--- src/rtl/hex_display.sv ---
// Memory-mapped 32-bit value register with byte/halfword/word stores, registered
// read-back, and a 4-digit multiplexed hex 7-segment display of the low 16 bits.
module hex_display #(
    parameter int unsigned REFRESH_LOG2 = 16
) (
    input  logic        clk,
    input  logic        rst,
    input  logic [1:0]  data_addr,
    input  logic [31:0] data_in,
    input  logic        write_enable,
    input  logic [1:0]  window_size,
    output logic [31:0] data_out,
    output logic [3:0]  anodes,
    output logic [6:0]  segments
);

    localparam logic [REFRESH_LOG2-1:0] CNT_ONE = {{(REFRESH_LOG2-1){1'b0}}, 1'b1};

    logic [31:0]             r_value;
    logic [REFRESH_LOG2-1:0] r_refresh_cnt;

    logic [3:0]  w_byte_en;
    logic [31:0] w_wdata;
    logic [1:0]  w_digit;
    logic [3:0]  w_nibble;

    // Source data is replicated across lanes so every enabled byte lane takes its own slice.
    always_comb begin
        w_byte_en = '0;
        w_wdata   = data_in;
        case (window_size)
            2'b00: begin
                w_byte_en[data_addr] = 1'b1;
                w_wdata              = {4{data_in[7:0]}};
            end
            2'b01: begin
                if (!data_addr[0]) begin
                    w_byte_en = data_addr[1] ? 4'b1100 : 4'b0011;
                    w_wdata   = {2{data_in[15:0]}};
                end
            end
            2'b10: begin
                if (data_addr == 2'b00) begin
                    w_byte_en = '1;
                end
            end
            default: ;
        endcase
    end

    always_ff @(posedge clk or posedge rst) begin
        if (rst) begin
            r_value       <= '0;
            r_refresh_cnt <= '0;
            data_out      <= '0;
        end else begin
            data_out      <= r_value;
            r_refresh_cnt <= r_refresh_cnt + CNT_ONE;
            for (int unsigned i = 0; i < 4; i++) begin
                if (write_enable && w_byte_en[i]) begin
                    r_value[8*i +: 8] <= w_wdata[8*i +: 8];
                end
            end
        end
    end

    assign w_digit = r_refresh_cnt[REFRESH_LOG2-1 -: 2];

    always_comb begin
        anodes = 4'b0001 << w_digit;
        case (w_digit)
            2'd0:    w_nibble = r_value[3:0];
            2'd1:    w_nibble = r_value[7:4];
            2'd2:    w_nibble = r_value[11:8];
            default: w_nibble = r_value[15:12];
        endcase
    end

    // Segment order {a,b,c,d,e,f,g}, active-high.
    always_comb begin
        segments = 7'b0000000;
        case (w_nibble)
            4'h0: segments = 7'b1111110;
            4'h1: segments = 7'b0110000;
            4'h2: segments = 7'b1101101;
            4'h3: segments = 7'b1111001;
            4'h4: segments = 7'b0110011;
            4'h5: segments = 7'b1011011;
            4'h6: segments = 7'b1011111;
            4'h7: segments = 7'b1110000;
            4'h8: segments = 7'b1111111;
            4'h9: segments = 7'b1111011;
            4'hA: segments = 7'b1110111;
            4'hB: segments = 7'b0011111;
            4'hC: segments = 7'b1001110;
            4'hD: segments = 7'b0111101;
            4'hE: segments = 7'b1001111;
            default: segments = 7'b1000111;
        endcase
    end

endmodule

--- config.mk ---
export PLATFORM = sky130hd
export DESIGN_NAME = hex_display
export DESIGN_NICKNAME = d
export VERILOG_FILES = /design/src/rtl/hex_display.sv
export SDC_FILE = /design/constraint.sdc
export NUM_CORES = 1
export LEC_CHECK = 0
export CORE_ASPECT_RATIO = 1.2
export CORE_MARGIN = 2
export CORE_UTILIZATION = 49
export DETAILED_ROUTE_END_ITERATION = 12
export GPL_TIMING_DRIVEN = 0
export PLACE_DENSITY = 0.81
export SYNTH_ARGS = -nofsm -noshare
export SYNTH_HDL_FRONTEND = slang
export SYNTH_SLANG_ARGS = --single-unit
--- constraint.sdc ---
create_clock -name clk -period 2.8 [get_ports clk]
set_input_delay 0.56 -clock clk [delete_from_list [all_inputs] [get_ports clk]]
set_output_delay 0.56 -clock clk [all_outputs]
set_load 0.01 [all_outputs]
# Yosys cells after proc, flatten, opt, wreduce, memory -nomap -nowiden
# Memory sizes are Yosys's and may differ from the RTL's.
# Index checks and enable logic that the tools add are counted.
[word_totals] register_bits=80 rom_bits=112 inputBits=39 out_inout_bits=43 word_cells=32 n_memories=1
[op_classes] n_addsub=1 order_cmp=2 n_eq_ne=4 shift=1 mux=9 reduce_logical=8
[memory_table] name="(name not given)" words=16 word_bits=7 read_ports=1 rd_clocked_by_memory_dff=0 wr=0 line_no="82" rtl="case (w_nibble)"
[op_table] op="$pmux W32 S2" count=1
[op_table] op="$mux W32" count=1
[op_table] op="$pmux W4 S3" count=2
[op_table] op="$add A16 B1 Y16 const B" count=1
[op_table] op="$mux W4" count=3
[op_table] op="$logic_not A2 Y1" count=3
[op_table] op="$logic_and A1 B1 Y1" count=5
[op_table] op="$eq A2 B1 Y1 const B" count=2
[op_table] op="$eq A2 B2 Y1 const B" count=2
[op_table] op="$shl A1 B2 Y4 const A" count=1
[op_table] op="$lt A2 B3 Y1 const B" count=1
[op_table] op="$demux W1 S2" count=1
[op_table] op="$ge A2 B1 Y1 const B" count=1
[op_table] op="$mux W1" count=1

# Longest topological paths before layout
[depth] depth_word=6 mapped_depth=7 ltp_nobuf=6

# Worst setup path before layout
# OpenSTA, ideal clock, no wires.
[synth_timing] path_type="reg-to-output" start="register r_refresh_cnt[14]" end="output port segments[3]" arrival_ps=1964 t_required_ps=2240 setup_slack_ps=276 stages_incl_launch_ff=7 path_buffers=1 path_cell_list="dfrtp_1 > buf_6 > mux4_1 > ha_1 > inv_1 > mux4_2 > inv_1"
[synth_via] elab_chain_len=3 word_cells_on_any_way=5 classes_between="eq/ne (2); mux (1); reduce/logical (1); memory (1)"
[synth_rtl] element="start: declaration" line_no="20" rtl="logic [REFRESH_LOG2-1:0] r_refresh_cnt;"
[synth_rtl] element="start signal: assignment" line_no="58" rtl="r_refresh_cnt <= r_refresh_cnt + CNT_ONE;"
[synth_rtl] element="$eq A2 B2 Y1 (tied with other cells)" line_no="71" rtl="case (w_digit)"
[synth_rtl] element="$pmux W4 S3 *" line_no="71"
[synth_rtl] element="$mem_v2 Z16 W7 *"
[synth_rtl] element="end: declaration" line_no="14" rtl="output logic [6:0] segments"
# Every way passes the cells marked *; elsewhere a longest branch is shown, timed or not.

# Worst setup path in the final report
# Ends and elaborated chain as after synthesis.

==> results_dict.tcl <==
set metrics [dict create \
    status "complete, but fails checks" \
    violations "setup timing" \
    drive_above_1_share_pct 18.1 \
    rrSetupSlack_ns 1.27 \
    htree_levels 3 \
    nNetsFinal 429 \
    start_util_pct 50.5 \
    cp_top_family "multiplexers" \
    post-route-util_pct 69.0 \
    maxCapViolCount 0 \
    areaGrowthSynthToFinish_pct 36.7 \
    via_per_inst 5.30 \
    grt_pass1_wl_microns 12300 \
    place_hpwl_microns 5450 \
    power_switching_share_pct 26.9 \
    cp-end-kind "primary output" \
    place.gp.congestion 0.848 \
    dr_total_vias 2511 \
    synth.net_count 330 \
    startpoint_type "register" \
    p_int_w 0.00247 \
    dieArea_sq_um 7750 \
    final_common_cell "dfrtp_1" \
    antenna-diode-count 0 \
    clk_latency_ns 0.36 \
    wire_per_inst_microns 16.4 \
    clk_pin_slew_ns 0.09 \
    grt_pass1_vias 2518 \
    tightest_slew_ns 0.532 \
    pwr-share-seq_pct 43.8 \
    synth_top_area_cell "dfrtp_1" \
    layout_common_cells "dfrtp_1 (80), clkdlybuf4s50_1 (72), nand2_1 (22)" \
    rsz0062_at_grt "yes" \
    required_ns 2.24 \
    crit_path_frequent_cell "buf_6" \
    finalWorstSetupSlack_ns -0.106 \
    yosys_register_bits 80 \
    port_buffers 79 \
    io_pins 82 \
    synth_top_area_share_pct 57.9 \
    hold_viol 0 \
    fmax_ghz 0.344 \
    power_density_nw_per_um2 715 \
    tritoncts "done" \
    pwr-share-comb_pct 25.0 \
    critPathMaxFanout 4 \
    slowest_stage "mux4_2" \
    fin_hold_ws_ns 0.381 \
    totalWireLength_microns 7770 \
    pre_cts_ws_ns -0.323 \
    overflow 0 \
    yosys.cell_types.count 42 \
    synth_area_sq_um 3460 \
    cts.sinks 80 \
    antenna_found_initial 0 \
    cts-buffers-inserted 9 \
    grt_usage_pct 21.8 \
    p_sw_w 0.000910 \
    die_h_microns 96.0 \
    setup_viol 2 \
    critPathMaxStageDelay_ns 0.57 \
    min_path_type "reg -> reg" \
    grt_max_degree 71 \
    crit_type "reg -> out" \
    fin_crit_ns 2.91 \
    detail-route-antenna-nets 0 \
    syn-instance-count 283 \
    ys_seq_area_share_pct 57.9 \
    critPathArrivalTime_ns 2.35 \
    cts-root-buf "clkbuf_8" \
    fp.coreArea_sq_um 6850 \
    peakVddDrop_mv 0.347 \
    path_buf_inv 4 \
    slew_headroom_pct 64.3 \
    drv_slew 0 \
    clock_skew_ns 0.0116 \
    num_rows 33 \
    clkPwrFrac_pct 31.2 \
    path_cells "buf_6 -> mux4_2 -> buf_6 -> ha_4 -> mux4_2 -> inv_2 -> buf_6" \
    netlist_top_cells_area "dfrtp_1 (58%), mux2i_1 (4.6%), mux2_2 (4.2%)" \
    die_w_microns 80.7 \
    cts_buffer_depth 2 \
    p_leak_nw 2.13 \
    syn_avg_cell_area_sq_um 12.2 \
    tns_ns -0.113 \
    yosys_warnings 0 \
    drc 0 \
    dr.pass1.iters 4 \
    period_share_pct 104 \
    drt-initial-drc-count 172 \
]
what timing repair did:
action,in CTS,in global routing
setup buffers,8,1
setup endpoints to repair,7,7
hold buffers,0,0
pin swaps,1,4
gates resized for setup,34,16
logic make-up after synthesis:
| group | Yosys count | synth area share, % |
|---|---|---|
| AO/OA/AOI/OAI | 53 | 9.99 |
| XOR/XNOR | 15 | 3.80 |
| adder cells (fa/ha/maj) | 8 | 2.89 |
| buffers and inverters | 29 | 3.69 |
| flip-flops | 80 | 57.9 |
| multiplexers | 34 | 12.4 |
| AND/OR/NAND/NOR | 64 | 9.30 |
registers in the layout, indices dropped and copies added (netlist names):
name,count
data_out,32
r_value,32
r_refresh_cnt,16
power groups by stage:
| stage | sequential, W | clock, W | combinational, W |
|---|---|---|---|
| final | 0.00148 | 0.00105 | 0.000846 |
| after CTS | 0.00148 | 0.00107 | 0.000806 |
| after global routing | 0.00150 | 0.00113 | 0.000918 |
| after floorplan | 0.00152 | 0 | 0.000321 |
| after global placement | 0.00149 | 0 | 0.000767 |
| after detailed placement | 0.00150 | 0 | 0.000792 |
per-layer routing:
| metal | share of wire (%) | GRT usage [%] |
|---|---|---|
| met2 | 50 | 34.9 |
| met1 | 43 | 28.6 |
| met4 | 2.1 | 9.04 |
| met5 | 0 | 0 |
| met3 | 5.0 | 5.07 |
worst register-to-register path: stages (launching register included):
cell,delay (ns)
dfrtp_1,0.42
and3_1,0.22
and3_1,0.16
clkbuf_1,0.21
nor3b_1,0.27
xor2_1,0.18
path summary, 6_finish.rpt:
check / cells after the start / from / end
worst max-delay path: 7 / r_refresh_cnt[14] / segments[3]
worst min-delay path: 0 / r_value[23] / data_out[23]
worst max register to register: 5 / r_refresh_cnt[2] / r_refresh_cnt[14]
worst min register to register: 0 / r_value[23] / data_out[23]
max in group asynchronous: 3 / rst / data_out[8]
min in group asynchronous: 2 / rst / r_refresh_cnt[7]
cell type report:
type / instances / area, sq um
Tap cell: 87 / 109
Buffer: 13 / 73.8
Fill cell: 529 / 2130
Sequential cell: 80 / 2000
Clock buffer: 10 / 138
Multi-Input combinational cell: 174 / 1360
Timing Repair Buffer: 89 / 868
Inverter: 15 / 63.8
Clock inverter: 6 / 115
stage by stage:
step	cell area [sq um]	power (W)	instances
after CTS	4680	0.00336	473
after global placement	4360	0.00226	449
after global routing	4730	0.00355	474
after detailed placement	4390	0.00229	450
final	4730	0.00338	474
after floorplan	3460	0.00184	283
synthesized netlist by cell type:
cell	number
a221o_1	4
buf_1	2
a31oi_1	1
o21ai_1	1
buf_2	3
o22ai_1	4
o21ai_0	20
or2b_1	1
or2_2	1
clkbuf_1	7
o21ai_2	1
mux4_1	3
a21oi_1	8
nor3_1	2
inv_1	15
o22a_1	4
nor2b_1	3
a22oi_1	2
ha_1	8
buf_6	2
mux4_2	2
nand4_1	3
nand2b_1	2
nor2_1	9
nand3_1	6
and2b_1	1
a32oi_1	1
o2111ai_1	1
xnor2_1	8
o21ba_2	1
nor3b_1	3
o21a_1	1
and3_1	3
mux2_2	13
dfrtp_1	80
nand2_1	23
a22o_1	4
and4_1	1
xor2_1	7
mux2i_1	16
and2_1	5
and3b_1	1
No activity file was read; power rests on OpenSTA's default activity.
==> edit (config.mk and constraints unchanged) <==
`REFRESH_LOG2`: 16 -> 15.
--- a/src/rtl/hex_display.sv
+++ b/src/rtl/hex_display.sv
@@ -2,5 +2,5 @@
 // read-back, and a 4-digit multiplexed hex 7-segment display of the low 16 bits.
 module hex_display #(
-    parameter int unsigned REFRESH_LOG2 = 16
+    parameter int unsigned REFRESH_LOG2 = 15
 ) (
     input  logic        clk,
Function: same outputs for any inputs over 10 cycles, from zero or initial values and one cycle with rst high; that may be too few to reach the edited logic, so the function may still have changed.
==> edit against the unedited design <==
The flow still finishes with violations (setup timing); first-iteration DRC count shrank 26%; power shrank 3.2%; largest power group unchanged; via count shrank 0.28%; design area shrank 1.1%; routed wire length shrank 0.22%; sequential cell count shrank 1; final cell count shrank 1.1%; synthesized area shrank 1.6%; highest routed layer unchanged; setup slack lost 26 ps.
==> edit: results <==
group,metric,value,unit
global_routing,grt_pass1_vias,2468,
route,dr_wl_met3,413,um
yosys,synth_commonest_cells,"79 x dfrtp_1, 24 x nand2_1, 20 x o21ai_0",
yosys,synth_fp_nets,323,
worst_setup_path,crit_start,"r_refresh_cnt[13]",
route,drtIter0Drc,127,
placed_design,gp_congestion,0.765,
yosys,synth.area.top_cells,"dfrtp_1 58%, mux2i_1 5.6%, mux2_2 3.6%",
placed_design,dp_cells,443,
route,met2_length,3.92,mm
finish,top_regs,"data_out x32, r_value x32, r_refresh_cnt x15",
worst_setup_path,worstRegToRegCells,4,
sta,worst_slack,-132,ps
worst_setup_path,crit_fanout,5,
sta,final-setup-viol-count,3,
worst_setup_path,arrival,2370,ps
outcome,status,"finished with violations",
route,wl_met1,3.22,mm
yosys,synth_fa_ha_area_share,2.94,%
route,routedWlPerCell,16.5,um
sta,relSlewSlack,62.1,%
placed_design,dpl_cell_area,4330,um^2
worst_setup_path,worstReg2RegStart,"r_refresh_cnt[5]",
global_routing,grt_max_degree,79,
yosys,synthArstFlopShare,100,%
power_and_ir_drop,leakagePower,2.12,nW
outcome,violations,"setup timing",
finish,drive_above_1_share,18.1,%
yosys,avgSynthCellArea,12.3,um^2
placed_design,hpwl,5.42,mm
yosys,synth_seq_area_share,58.1,%
power_and_ir_drop,switching_power,910,uW
global_routing,track_usage,20.8,%
finish,final-instance-count-excl-fill,469,
yosys,synth_xor_area_share,3.60,%
route,via_per_inst,5.34,
power_and_ir_drop,ir_drop,0.393,mV
yosys,synth.area.mux_share,12.9,%
sta,finClkSkew,8.66,ps
finish,final_nets,424,
route,topRoutingLayerUsed,"met4",
worst_hold_path,hp-start,"r_value[31]",
global_routing,grt_first_pass_wirelength,11.9,mm
==> edit: cell types whose count changed after synthesis, moves of 2 or more <==
cell,change
mux2i_1,+3
nor2_1,-3
xor2_1,-3
a21oi_1,-2
a22o_1,-2
mux2_2,-2
nor3b_1,-2
o22a_1,+2
o22ai_1,+2
xnor2_1,+2
==> edit: cell type report <==
| class | count | area [um^2] |
|---|---|---|
| Tap cell | 87 | 109 |
| Inverter | 14 | 57.6 |
| Multi-Input combinational cell | 170 | 1350 |
| Sequential cell | 79 | 1980 |
| Fill cell | 514 | 2090 |
| Clock buffer | 10 | 138 |
| Clock inverter | 6 | 92.6 |
| Timing Repair Buffer | 91 | 887 |
| Buffer | 12 | 66.3 |
==> edit: power groups by stage <==
stage / logic [mW] / clock network [mW] / registers [mW]
after global placement: 0.768 / 0 / 1.47
after global routing: 0.925 / 1.02 / 1.49
final: 0.851 / 0.955 / 1.46
after floorplan: 0.320 / 0 / 1.51
after CTS: 0.798 / 0.964 / 1.46
after detailed placement: 0.794 / 0 / 1.48
==> edit: kinds of logic (layout without fill, tap and decap cells) <==
logic type,Yosys count,count (layout)
flip-flops,79,79
AND/OR/NAND/NOR,62,62
AO/OA/AOI/OAI,51,51
multiplexers,35,35
buffers and inverters,27,133
XOR/XNOR,14,14
adder cells (fa/ha/maj),8,8
==> edit: worst paths after layout <==
kind | to | slack [ps]
max in group asynchronous | r_refresh_cnt[14] | 1850
max reg2reg | r_refresh_cnt[14] | 1460
min | data_out[31] | 380
max | segments[3] | -130
min in group asynchronous | data_out[21] | 410
min reg2reg | data_out[31] | 380
==> edit: worst max-delay path, cell delays in order (launching register included) <==
cell and delay (ps):
dfrtp_1 350, buf_6 130, mux4_2 600, ha_4 310, inv_2 30, mux4_2 440
inv_2 70, buf_6 90
==> edit: what timing repair did <==
action                     4_1_cts  5_1_grt
setup endpoints to repair        7        7
hold endpoints to repair         0        0
hold buffers                     0        0
pin swaps                        0        2
setup buffers                    7        4
cloned                           0        0
resized for setup               24       23
==> edit: per-layer routing <==
layer	GRT usage [%]	up-vias
li1	-	1168
met1	26.4	1230
met2	33.8	91
met3	5.11	15
met4	9.75	0
met5	0	-
==> edit: stage by stage <==
step | setup WS, ps | setup TNS (ps)
4_1_cts | -162 | -269
3_3_place_gp | -840 | -66420
5_1_grt | -219 | -572
3_5_place_dp | -328 | -817
2_1_floorplan | 217 | 0
6_report | -132 | -167
